<file path="config.mk">
export PLATFORM = sky130hd
export DESIGN_NAME = fix_conn_mgr
export DESIGN_NICKNAME = d
export VERILOG_FILES = /design/src/rtl/fix_conn_mgr.sv
export SDC_FILE = /design/constraint.sdc
export NUM_CORES = 1
export LEC_CHECK = 0
export BUFFER_PORTS_ARGS = -buffer_cell sky130_fd_sc_hd__buf_2
export CAP_MARGIN = 15
export CORE_ASPECT_RATIO = 1.5
export CORE_MARGIN = 4
export CORE_UTILIZATION = 58
export DETAILED_ROUTE_END_ITERATION = 10
export GPL_TIMING_DRIVEN = 0
export PLACE_DENSITY_LB_ADDON = 0.25
export SYNTH_ARGS = -nofsm -noshare
export SYNTH_HDL_FRONTEND = slang
export SYNTH_SLANG_ARGS = --single-unit
</file>
<file path="constraint.sdc">
create_clock -name clk -period 2.35 [get_ports clk]
set_clock_uncertainty 0.05 [all_clocks]
set_input_delay 0.235 -clock clk [delete_from_list [all_inputs] [get_ports clk]]
set_output_delay 0.235 -clock clk [all_outputs]
set_load 0.05 [all_outputs]
</file>
<file path="src/rtl/fix_conn_mgr.sv">
// FIX session connection manager: queues app connect/disconnect requests per host,
// issues connect/disconnect commands to the TOE command FIFO, and tracks which host
// sessions are up.
// Optional feature: define FIX_CONN_RETRY_EN to re-issue a timed-out connect up to
// MAX_RETRIES times before reporting failure; otherwise the first timeout fails.
module fix_conn_mgr #(
  parameter int unsigned TIMEOUT_CYCLES = 64,
  parameter int unsigned MAX_RETRIES    = 3
) (
  input  logic       clk,
  input  logic       rst,
  input  logic       connect_i,
  input  logic [1:0] connect_to_host_i,
  input  logic       disconnect_i,
  input  logic [1:0] disconnect_host_i,
  input  logic       connected_i,
  input  logic [1:0] connected_host_addr_i,
  output logic       connect_req_o,
  output logic [1:0] connect_addr_o,
  output logic       disconnect_o,
  output logic [1:0] disconnect_host_num_o,
  output logic [3:0] session_up_o,
  output logic       conn_fail_o,
  output logic [1:0] conn_fail_host_o,
  output logic       busy_o
);

  typedef enum logic [1:0] {StIdle, StReq, StWait, StDisc} state_e;

  state_e      state_q, state_d;
  logic [3:0]  pend_q, pend_d, dpend_q, dpend_d, session_q, session_d;
  logic [1:0]  sel_q, sel_d, rr_q, rr_d;
  logic [15:0] timer_q, timer_d;

  logic       req_q, req_d, disc_q, disc_d, fail_q, fail_d, busy_q, busy_d;
  logic [1:0] req_addr_q, req_addr_d, disc_num_q, disc_num_d, fail_host_q, fail_host_d;

  logic [3:0] conn_vec, disc_vec, inflight_vec;
  logic       match, abort, timeout, retry_ok;
  logic [1:0] dpick, rpick;

  // Request decode, in-flight events and host selection (lowest dpend, round-robin pend)
  always_comb begin
    conn_vec     = connect_i    ? (4'b0001 << connect_to_host_i) : 4'b0000;
    disc_vec     = disconnect_i ? (4'b0001 << disconnect_host_i) : 4'b0000;
    inflight_vec = (state_q == StReq || state_q == StWait) ? (4'b0001 << sel_q) : 4'b0000;
    match   = (state_q == StWait) && connected_i && (connected_host_addr_i == sel_q);
    abort   = (state_q == StWait) && disconnect_i && (disconnect_host_i == sel_q);
    timeout = (state_q == StWait) && (timer_q == 16'd1);
    dpick = 2'd0;
    for (int i = 3; i >= 0; i--) begin
      if (dpend_q[i]) dpick = 2'(i);
    end
    // Descending offset so the host right after the last-served one wins
    rpick = rr_q;
    for (int i = 4; i >= 1; i--) begin
      if (pend_q[rr_q + 2'(i)]) rpick = rr_q + 2'(i);
    end
  end

`ifdef FIX_CONN_RETRY_EN
  logic [2:0] retry_q, retry_d;

  assign retry_ok = 32'(retry_q) < MAX_RETRIES;

  // Retry count restarts on a fresh attempt and counts re-issues of the same host
  always_comb begin
    retry_d = retry_q;
    if (state_q == StIdle && state_d == StReq)      retry_d = 3'd0;
    else if (state_q == StWait && state_d == StReq) retry_d = retry_q + 3'd1;
  end

  // Retry count register
  always_ff @(posedge clk or posedge rst) begin
    if (rst) retry_q <= 3'd0;
    else     retry_q <= retry_d;
  end
`else
  // Without retries the limit has no effect
  logic unused_max_retries;
  assign unused_max_retries = |MAX_RETRIES;
  assign retry_ok = 1'b0;
`endif

  // State register
  always_ff @(posedge clk or posedge rst) begin
    if (rst) state_q <= StIdle;
    else     state_q <= state_d;
  end

  // Next state; a disconnect of the in-flight host beats a match, a match beats a timeout
  always_comb begin
    state_d = state_q;
    unique case (state_q)
      StIdle: begin
        if (|dpend_q)     state_d = StDisc;
        else if (|pend_q) state_d = StReq;
      end
      StReq:  state_d = StWait;
      StWait: begin
        if (abort || match) state_d = StIdle;
        else if (timeout)   state_d = retry_ok ? StReq : StIdle;
      end
      StDisc: state_d = StIdle;
      default: state_d = StIdle;
    endcase
  end

  // Bookkeeping next state: pending vectors, sessions, selection, timer
  always_comb begin
    pend_d      = pend_q;
    dpend_d     = dpend_q;
    session_d   = session_q;
    sel_d       = sel_q;
    rr_d        = rr_q;
    timer_d     = timer_q;
    fail_d      = 1'b0;
    fail_host_d = 2'd0;
    unique case (state_q)
      StIdle: begin
        if (state_d == StDisc) begin
          sel_d            = dpick;
          dpend_d[dpick]   = 1'b0;
          session_d[dpick] = 1'b0;
        end else if (state_d == StReq) begin
          sel_d = rpick;
          rr_d  = rpick;
        end
      end
      StReq:  timer_d = 16'(TIMEOUT_CYCLES);
      StWait: begin
        timer_d = timer_q - 16'd1;
        if (abort) begin
          pend_d[sel_q] = 1'b0;
        end else if (match) begin
          session_d[sel_q] = 1'b1;
          pend_d[sel_q]    = 1'b0;
        end else if (timeout && !retry_ok) begin
          pend_d[sel_q] = 1'b0;
          fail_d        = 1'b1;
          fail_host_d   = sel_q;
        end
      end
      default: ;
    endcase
    // New requests apply after the FSM's clears; disconnect wins over connect
    pend_d  = (pend_d | (conn_vec & ~session_q & ~inflight_vec)) & ~disc_vec;
    dpend_d = dpend_d | disc_vec;
  end

  // Registered outputs decoded from the next state
  always_comb begin
    req_d      = (state_d == StReq);
    req_addr_d = req_d ? sel_d : 2'd0;
    disc_d     = (state_d == StDisc);
    disc_num_d = disc_d ? sel_d : 2'd0;
    busy_d     = (state_d != StIdle);
  end

  // Bookkeeping and output registers
  always_ff @(posedge clk or posedge rst) begin
    if (rst) begin
      pend_q      <= 4'd0;
      dpend_q     <= 4'd0;
      session_q   <= 4'd0;
      sel_q       <= 2'd0;
      rr_q        <= 2'd3;
      timer_q     <= 16'd0;
      req_q       <= 1'b0;
      req_addr_q  <= 2'd0;
      disc_q      <= 1'b0;
      disc_num_q  <= 2'd0;
      fail_q      <= 1'b0;
      fail_host_q <= 2'd0;
      busy_q      <= 1'b0;
    end else begin
      pend_q      <= pend_d;
      dpend_q     <= dpend_d;
      session_q   <= session_d;
      sel_q       <= sel_d;
      rr_q        <= rr_d;
      timer_q     <= timer_d;
      req_q       <= req_d;
      req_addr_q  <= req_addr_d;
      disc_q      <= disc_d;
      disc_num_q  <= disc_num_d;
      fail_q      <= fail_d;
      fail_host_q <= fail_host_d;
      busy_q      <= busy_d;
    end
  end

  assign connect_req_o         = req_q;
  assign connect_addr_o        = req_addr_q;
  assign disconnect_o          = disc_q;
  assign disconnect_host_num_o = disc_num_q;
  assign session_up_o          = session_q;
  assign conn_fail_o           = fail_q;
  assign conn_fail_host_o      = fail_host_q;
  assign busy_o                = busy_q;

endmodule

</file>
==> results of run 1 <==
cell type report:
type,count,area share [%]
multi-input cells,175,43.2
flip-flops and latches,44,42.0
repair buffers,24,4.57
clock buffers,5,2.62
inverters,15,2.14
well taps,43,2.05
plain buffers,8,1.86
clock inverters,3,1.62
metrics by stage:
step,power (uW),worst slack [ns],hold slack (ns),util (%),std cells
floorplan,2860,0.424,0.296,-,242
CTS,3930,0.0128,0.0982,69.4,317
global route,4260,0.00972,0.138,70.1,317
global placement,3300,0.0212,0.447,66.4,309
finish,3960,0.135,0.0789,70.1,317
detailed placement,3330,0.0439,0.433,66.4,309
power by group through the flow:
| stage | sequential (uW) | clock (uW) | combinational (uW) |
|---|---|---|---|
| after floorplan | 1550 | 0 | 1310 |
| after global placement | 1360 | 0 | 1940 |
| after detailed placement | 1370 | 0 | 1970 |
| after CTS | 1360 | 589 | 1980 |
| after global routing | 1400 | 621 | 2230 |
| final | 1370 | 577 | 2020 |
layout by cell type (no fill, tap or decap), types with 2 or more instances in the layout:
cell type and n:
nand3_1 8, o21bai_1 2, buf_6 2, a31oi_1 5, clkbuf_8 5, o211ai_1 2, o22ai_1 2, or2_1 2
nor4b_1 2, dfstp_2 2, xor2_1 5, inv_1 14, xnor2_1 7, ha_1 4, o21ai_0 17, clkbuf_1 3
nor2_1 25, nand2_1 17, nand2b_1 3, nor4_1 5, buf_2 26, a21oi_1 12, nor2b_1 4, and2_1 2
dfrtp_1 42, a31o_2 3, nor4_2 2, nor3_1 6, or3_1 5, o41ai_1 2
path summary, 6_finish.rpt:
check	slack, ns	endpoint	startpoint
hold / removal	0.08	timer_q[13]$_DFFE_PP0N_	rst
hold reg to reg	0.48	session_up_o[0]$_DFFE_PP0P_	session_up_o[0]$_DFFE_PP0P_
setup reg to reg	0.13	dpend_q[2]$_DFF_PP0_	state_q[0]$_DFF_PP0_
min in group clk	0.18	pend_q[3]$_DFF_PP0_	disconnect_i
setup / recovery	0.13	dpend_q[2]$_DFF_PP0_	state_q[0]$_DFF_PP0_
max in group asynchronous	1.61	session_up_o[0]$_DFFE_PP0P_	rst
metal layers:
metal | routed length [um] | up-vias | track usage, %
li1 | - | 936 | -
met1 | 2030 | 944 | 24.2
met2 | 2790 | 47 | 39.3
met3 | 197 | 14 | 4.26
met4 | 135 | 0 | 9.27
met5 | 0 | - | 0
what timing repair did:
| item | 4_1_cts | 5_1_grt |
|---|---|---|
| setup endpoints to repair | 0 | 22 |
| resized for setup | 0 | 6 |
| hold endpoints to repair | 0 | 0 |
flip-flops by register name (all words and copies together), names as in the netlist, named ones only:
register	cells
disconnect_o	1
connect_addr_o	2
conn_fail_o	1
busy_o	1
disconnect_host_num_o	2
session_up_o	4
rr_q	2
dpend_q	4
state_q	2
conn_fail_host_o	2
timer_q	16
connect_req_o	1
pend_q	4
worst max-delay path, delay by kind of cell (launching register included):
family | cells | cell delay, ns
AO/OA/AOI/OAI | 2 | 0.32
AND/OR/NAND/NOR | 2 | 0.47
adder cells (fa/ha/maj) | 1 | 0.18
flip-flops | 1 | 0.45
buffers and inverters | 4 | 0.60
cell families after synthesis:
logic type	Yosys count
flops	44
xor+xnor	12
mux	1
compound gates	60
simple gates	98
buf+inv	23
fa+ha+maj	4
==> flow_metrics.tcl, run 1 <==
set metrics [dict create \
    cp_slowest_cell "dfrtp_1" \
    worst_path_most_repeated_cell "inv_1" \
    p_comb_share_pct 51.0 \
    synth_fa_ha_area_share_pct 2.16 \
    regArea_mm2 0.00110 \
    numCtsBuffers 5 \
    first_global_vias 1917 \
    grt_antenna_before_repair 0 \
    seqPwrFrac_pct 34.5 \
    critPathArrivalTime_ns 2.32 \
    rows 27 \
    p_clk_share_pct 14.6 \
    cts_max_path_buffers 2 \
    cap_violations 0 \
    synth_top_family_by_area "simple AND/OR/NAND/NOR gates" \
    synth.mux.area_fraction_pct 0.432 \
    dp_hpwl_um 3680 \
    startpoint_type "flip-flop" \
    drt-initial-drc-count 88 \
    route.detailed.drc 0 \
    synth_compound_area_share_pct 16.6 \
    p_leak_uw 0.00119 \
    io_pins 25 \
    vias 1941 \
    synth_area_leaders "dfrtp_1 (45%), nor2_1 (4.1%), o21ai_0 (3.7%), nand2_1 (2.8%), xnor2_1 (2.6%)" \
    final_hold_viol_count 0 \
    coreArea_mm2 0.00375 \
    ant_nets 0 \
    tritoncts "yes" \
    endpoint_kind "flip-flop" \
    pwr_density_cell_mw_per_mm2 1510 \
    placed_cell_area_mm2 0.00249 \
    gp_congestion 0.866 \
    die_w_um 59.6 \
    maxSlewViolCount 0 \
    swShare_pct 46.3 \
    ys_ff_latch 44 \
    fin_area_mm2 0.00263 \
    drt-total-wl_um 5150 \
    min_period_over_period_pct 94.3 \
    cp_max_fo 10 \
    path_class "flip-flop to flip-flop" \
    cp_cell_sequence "inv_1 -> ha_1 -> buf_2 -> inv_1 -> a31oi_2 -> nor4b_4 -> or2_1 -> buf_6 -> a31oi_1" \
    rsz0062_at_grt "false" \
    root_buffer "clkbuf_8" \
    synth_cells 242 \
    avgSynthCellArea_um2 9.57 \
    ys_types 59 \
    ff2ff_path_depth 9 \
    hold_path_class "input port to asynchronous set/reset pin" \
    numClockSinks 44 \
    synthXorXnorAreaFrac_pct 4.54 \
    ir_worst_vdd_v 0.00102 \
    synth_most_common_cell "dfrtp_1" \
    die_area_mm2 0.00509 \
    cts_max_level 2 \
    synthArstFlopShare_pct 100 \
    io_buffers 24 \
    synth_area_mm2 0.00232 \
    grt_start_max_net_pins 45 \
    slew_headroom_pct 39.6 \
    grtUsageTotal_pct 21.9 \
    diodes 0 \
    synth_warnings 0 \
    multi_input_area_mm2 0.00113 \
    switching_power_uw 1830 \
    cts_hold_buf 0 \
    drtPass1Iterations 5 \
    synth_nets 257 \
    required_ns 2.46 \
    synthTopCellsByCount "dfrtp_1 (42), nor2_1 (25), nand2_1 (17), o21ai_0 (17), inv_1 (15)" \
    avgRoutedWirePerCell_um 16.2 \
    overflow 0 \
    die_h_um 85.4 \
    area_delta_synth_final_pct 13.5 \
    synthFlopType "dfrtp_1" \
    path_clk_slew_ns 0.09 \
    nets 288 \
    grt_pass1_wl_um 8560 \
    synth_edf_count 0 \
    worstMarginPinSlew_ns 0.905 \
    viasPerCell 6.12 \
    synth-seq-area-share_pct 47.6 \
    yosysTopAreaCell "dfrtp_1" \
    period_minus_slack_ns 2.22 \
    netlist.area_leader.share_pct 45.4 \
    drive_above_1_share_pct 20.8 \
    post_cts_buffers 0 \
    setup_violations 0 \
    fin_setup_tns_ns 0 \
    start_util_pct 61.8 \
    nFillCells 311 \
    max_freq_mhz 451 \
    p_int_uw 2130 \
    critical-path-max-stage-delay_ns 0.45 \
    clk-insertion-delay-late_ns 0.30 \
    yosys.area_share.simple_pct 24.1 \
    outcome "complete, no violations" \
]
Note: power is estimated with default switching activity, not from simulation.
==> run 2, diff against run 1 <==
==> constraint.sdc (replaced) <==
create_clock -name clk -period 2.35 [get_ports clk]
set_clock_uncertainty 0.05 [all_clocks]
set_input_delay 0.1175 -clock clk [delete_from_list [all_inputs] [get_ports clk]]
set_output_delay 0.1175 -clock clk [all_outputs]
set_load 0.05 [all_outputs]
==> run 2 against run 1 <==
Compared with the run above:
- critical path depth unchanged
- register-to-register slack about the same
- clock power about the same
- fmax down 0.20%
==> flow_metrics.tcl, run 2 (synthesis results as in run 1) <==
set metrics [dict create \
    outcome "complete, no violations" \
    mostFrequentLayoutCells "dfrtp_1 (42), buf_2 (26), nor2_1 (25)" \
    fin_setup_tns_ns 0 \
    grt_start_max_net_pins 45 \
    vias 1938 \
    diodes 0 \
    maxSlewViolCount 0 \
    grt_pass1_wl_um 8560 \
    first_global_vias 1919 \
    rows 27 \
    path_clk_slew_ns 0.09 \
    dp_hpwl_um 3680 \
    r2r_end "dpend_q[2]$_DFF_PP0_" \
    pwr_density_cell_mw_per_mm2 1500 \
    nFillCells 310 \
    ant_nets 0 \
    largest_reg_flops 16 \
    required_ns 2.46 \
    period_minus_slack_ns 2.22 \
    clk-insertion-delay-late_ns 0.30 \
    regMostFlops "timer_q" \
    path_class "flip-flop to flip-flop" \
    timing.rr.start "state_q[0]$_DFF_PP0_" \
    nets 289 \
    overflow 0 \
    slew_headroom_pct 40.0 \
    fin_cells 318 \
    startpoint "state_q[0]$_DFF_PP0_" \
    cap_violations 0 \
    max_freq_mhz 451 \
    startpoint_type "flip-flop" \
    placed_cell_area_mm2 0.00249 \
    min_path_cells 2 \
    holdWs_ns 0.0559 \
    area_delta_synth_final_pct 13.9 \
    fin_area_mm2 0.00264 \
    io_pins 25 \
    min_period_over_period_pct 94.4 \
    drt-initial-drc-count 96 \
    cp_max_fo 10 \
    cts_max_level 2 \
    drtPass1Iterations 6 \
    route.detailed.drc 0 \
    cp_cell_sequence "inv_1 -> ha_1 -> buf_2 -> inv_1 -> a31oi_2 -> nor4b_4 -> or2_1 -> buf_6 -> a31oi_1" \
    rsz0062_at_grt "false" \
    avgRoutedWirePerCell_um 16.1 \
    root_buffer "clkbuf_8" \
    hold_path_class "input port to flip-flop" \
    drt-total-wl_um 5130 \
    final_common_cell "dfrtp_1" \
    die_h_um 85.4 \
    worstMarginPinSlew_ns 0.899 \
    grtUsageTotal_pct 21.9 \
    die_w_um 59.6 \
    cp_top_family "buffers and inverters" \
    coreArea_mm2 0.00375 \
    numCtsBuffers 5 \
    placedCellCount 309 \
    endpoint_kind "flip-flop" \
    critical-path-max-stage-delay_ns 0.45 \
    viasPerCell 6.09 \
    drive_above_1_share_pct 20.7 \
    p_leak_uw 0.00119 \
    hp-start "disconnect_i" \
    start_util_pct 61.8 \
    worst_path_most_repeated_cell "inv_1" \
    die_area_mm2 0.00509 \
    gp_congestion 0.866 \
    regToRegSetupSlack_ns 0.13 \
    final_hold_viol_count 0 \
    io_buffers 24 \
    post-place-ws_ns 0.0439 \
    ff2ff_path_depth 9 \
    crit_buf_inv 4 \
    cp_slowest_cell "dfrtp_1" \
    grt_antenna_before_repair 0 \
    hold_end "pend_q[3]$_DFF_PP0_" \
    cts_max_path_buffers 2 \
    setup_violations 0 \
    tritoncts "yes" \
    critPathArrivalTime_ns 2.33 \
    numClockSinks 44 \
    worst_slack_ns 0.130 \
    ir_worst_vdd_v 0.00102 \
]
[run 2: cell types whose count changed in the layout (fill, tap and decap cells not counted)]
cell | before | now
dlygate4sd3_1 | 0 | 1
[run 2: final cells by class]
type / count / area, um^2 / share of cell area, %
repair buffers: 25 / 130 / 4.93
well taps: 43 / 53.8 / 2.04
clock inverters: 3 / 42.5 / 1.61
multi-input cells: 175 / 1130 / 43.0
clock buffers: 5 / 68.8 / 2.61
plain buffers: 8 / 48.8 / 1.85
inverters: 15 / 56.3 / 2.13
flip-flops and latches: 44 / 1100 / 41.8
[run 2: metal layers]
layer | track usage [%] | wire [um] | vias to the layer above
met5 | 0 | 0 | -
met4 | 9.27 | 135 | 0
met3 | 4.26 | 230 | 14
met2 | 39.3 | 2780 | 59
met1 | 24.2 | 1990 | 930
li1 | - | - | 935
[run 2: report_power, final]
group          total [uW]  internal, uW  leakage (uW)  switching (uW)
logic                2020           756      0.000581            1260
clock network         575           315     0.0000541             261
registers            1370          1060      0.000557             307
total                3960          2130       0.00119            1830
[run 2: repair_timing]
action / in CTS / in global routing
setup buffers: 0 / 0
hold endpoints to repair: 42 / 0
setup endpoints to repair: 0 / 22
gates resized for setup: 0 / 6
hold buffers: 1 / 0
[run 2: worst max path at each step]
stage	end	slack [ns]	depth (start not counted)
2_1_floorplan	flip-flop	0.42	9
3_3_place_gp	flip-flop	0.02	9
3_5_place_dp	rr_q[0]$_DFFE_PP1P_	0.04	9
4_1_cts	dpend_q[2]$_DFF_PP0_	0.01	9
5_1_grt	dpend_q[2]$_DFF_PP0_	0.01	9
6_report	dpend_q[2]$_DFF_PP0_	0.13	9
[run 2: worst reg2reg max path, cell delays in order (launching register included)]
cell     delay [ns]
dfrtp_1        0.45
inv_1          0.13
ha_1           0.18
buf_2          0.23
inv_1          0.13
a31oi_2        0.24
nor4b_4        0.31
or2_1          0.16
buf_6          0.12
a31oi_1        0.08
[run 2: per-stage QoR]
step / utilization (%) / power (uW)
after global placement: 66.4 / 3300
after floorplan: - / 2860
after CTS: 69.6 / 3930
after detailed placement: 66.4 / 3330
after global routing: 70.4 / 4260
final: 70.4 / 3960
==> run 3, diff against run 2 <==
--- a/config.mk
+++ b/config.mk
@@ -11,8 +11,8 @@
 export CORE_MARGIN = 4
 export CORE_UTILIZATION = 58
 export DETAILED_ROUTE_END_ITERATION = 10
-export GPL_TIMING_DRIVEN = 0
 export PLACE_DENSITY_LB_ADDON = 0.25
 export SYNTH_ARGS = -nofsm -noshare
 export SYNTH_HDL_FRONTEND = slang
 export SYNTH_SLANG_ARGS = --single-unit
+export TNS_END_PERCENT = 50
==> run 3 against run 2 <==
Compared with the run above:
- power is essentially flat
- critical endpoint is now busy_o$_DFF_PP0_
- non-clock buffer count down 3
- worst setup slack better by 0.044 ns
- register-to-register slack gained 0.04 ns
- critical path depth fell by 2
- largest power group unchanged
- global-route usage is 0.93 points higher
==> flow_metrics.tcl, run 3 (synthesis results as in run 1) <==
set metrics [dict create \
    outcome "complete, no violations" \
    start_util_pct 61.8 \
    cp_max_fo 7 \
    die_h_um 85.4 \
    drt-total-wl_um 5170 \
    gp_congestion 0.921 \
    path_clk_slew_ns 0.08 \
    area_delta_synth_final_pct 13.3 \
    cap_violations 0 \
    hold_path_class "input port to flip-flop" \
    final_hold_viol_count 0 \
    required_ns 2.49 \
    io_pins 25 \
    maxSlewViolCount 0 \
    final_common_cell "dfrtp_1" \
    fin_setup_tns_ns 0 \
    post_cts_buffers 0 \
    ir_worst_vdd_v 0.000987 \
    die_w_um 59.6 \
    path_class "flip-flop to flip-flop" \
    p_leak_uw 0.00119 \
    regMostFlops "timer_q" \
    numClockSinks 44 \
    startpoint_type "flip-flop" \
    critPathArrivalTime_ns 2.32 \
    grt_pass1_wl_um 8800 \
    overflow 0 \
    rsz0062_at_grt "false" \
    cts_max_level 2 \
    tritoncts "yes" \
    drtPass1Iterations 4 \
    min_period_over_period_pct 92.6 \
    cts_max_path_buffers 2 \
    post-place-ws_ns 0.239 \
    worstMarginPinSlew_ns 0.521 \
    diodes 0 \
    first_global_vias 1879 \
    die_area_mm2 0.00509 \
    period_minus_slack_ns 2.18 \
    ant_nets 0 \
    endpoint_kind "flip-flop" \
    nFillCells 317 \
    dp_hpwl_um 3790 \
    worst_slack_ns 0.174 \
    mostFrequentLayoutCells "dfrtp_1 (42), nor2_1 (25), buf_2 (24)" \
    rows 27 \
    largest_reg_flops 16 \
    avgRoutedWirePerCell_um 16.4 \
    io_buffers 24 \
    viasPerCell 5.96 \
    multi_input_area_mm2 0.00112 \
    root_buffer "clkbuf_8" \
    setup_violations 0 \
    coreArea_mm2 0.00375 \
    grt_antenna_before_repair 0 \
    clk-insertion-delay-late_ns 0.30 \
    pwr_density_cell_mw_per_mm2 1510 \
    max_freq_mhz 460 \
    drt-initial-drc-count 132 \
    grt_start_max_net_pins 45 \
    vias 1877 \
    drive_above_1_share_pct 19.5 \
    regToRegSetupSlack_ns 0.17 \
    numCtsBuffers 5 \
    nets 286 \
    route.detailed.drc 0 \
    grtUsageTotal_pct 22.8 \
    regArea_mm2 0.00110 \
    slew_headroom_pct 65.0 \
]
run 3: metrics by stage:
step	util [%]	total power (uW)	instances	hold WS, ns	cell area, um^2
after floorplan	-	2860	242	0.178	2320
final	70.0	3960	315	0.0607	2630
after global placement	66.1	3270	306	0.221	2480
after CTS	69.8	3960	315	0.0444	2620
after detailed placement	66.1	3320	306	0.227	2480
after global routing	70.0	4270	315	0.0547	2630
run 3: layer usage:
| metal | vias to the layer above | GRT usage (%) | share of wire (%) |
|---|---|---|---|
| met3 | 8 | 4.57 | 3.8 |
| met2 | 45 | 41.3 | 55 |
| li1 | 928 | - | - |
| met1 | 896 | 25.6 | 40 |
| met5 | - | 0 | 0 |
| met4 | 0 | 8.06 | 1.6 |
run 3: path summary, 6_finish.rpt:
path	startpoint	to	depth (start not counted)
worst max-delay path	state_q[0]$_DFF_PP0_	busy_o$_DFF_PP0_	7
worst min-delay path	disconnect_i	pend_q[3]$_DFF_PP0_	2
worst max register to register	state_q[0]$_DFF_PP0_	busy_o$_DFF_PP0_	7
worst min register to register	session_up_o[0]$_DFFE_PP0P_	session_up_o[0]$_DFFE_PP0P_	1
max in group asynchronous	rst	rr_q[1]$_DFFE_PP1P_	4
min in group asynchronous	rst	dpend_q[0]$_DFF_PP0_	4
run 3: critical path: stages (launching register included):
cell and delay, ns:
dfrtp_1 0.43, inv_1 0.12, ha_1 0.27, nand2_1 0.09, nor3_2 0.43, nor4b_4 0.11
or2_1 0.33, or2_1 0.25
run 3: layout make-up:
| class | count | area share [%] |
|---|---|---|
| multi-input cells | 175 | 42.6 |
| flip-flops and latches | 44 | 42.0 |
| repair buffers | 30 | 6.39 |
| clock buffers | 7 | 3.67 |
| inverters | 15 | 2.14 |
| well taps | 43 | 2.05 |
| clock inverters | 1 | 1.14 |
run 3: report_power, final:
part           leakage (uW)  switching [uW]  internal, uW
logic              0.000566            1180           729
registers          0.000557             369          1060
clock network     0.0000645             248           375
total               0.00119            1800          2160
run 3: what timing repair did:
item,4_1_cts,5_1_grt
hold buffers,1,0
resized for setup,0,1
hold endpoints to repair,42,0
endpoints found under the setup margin,0,5
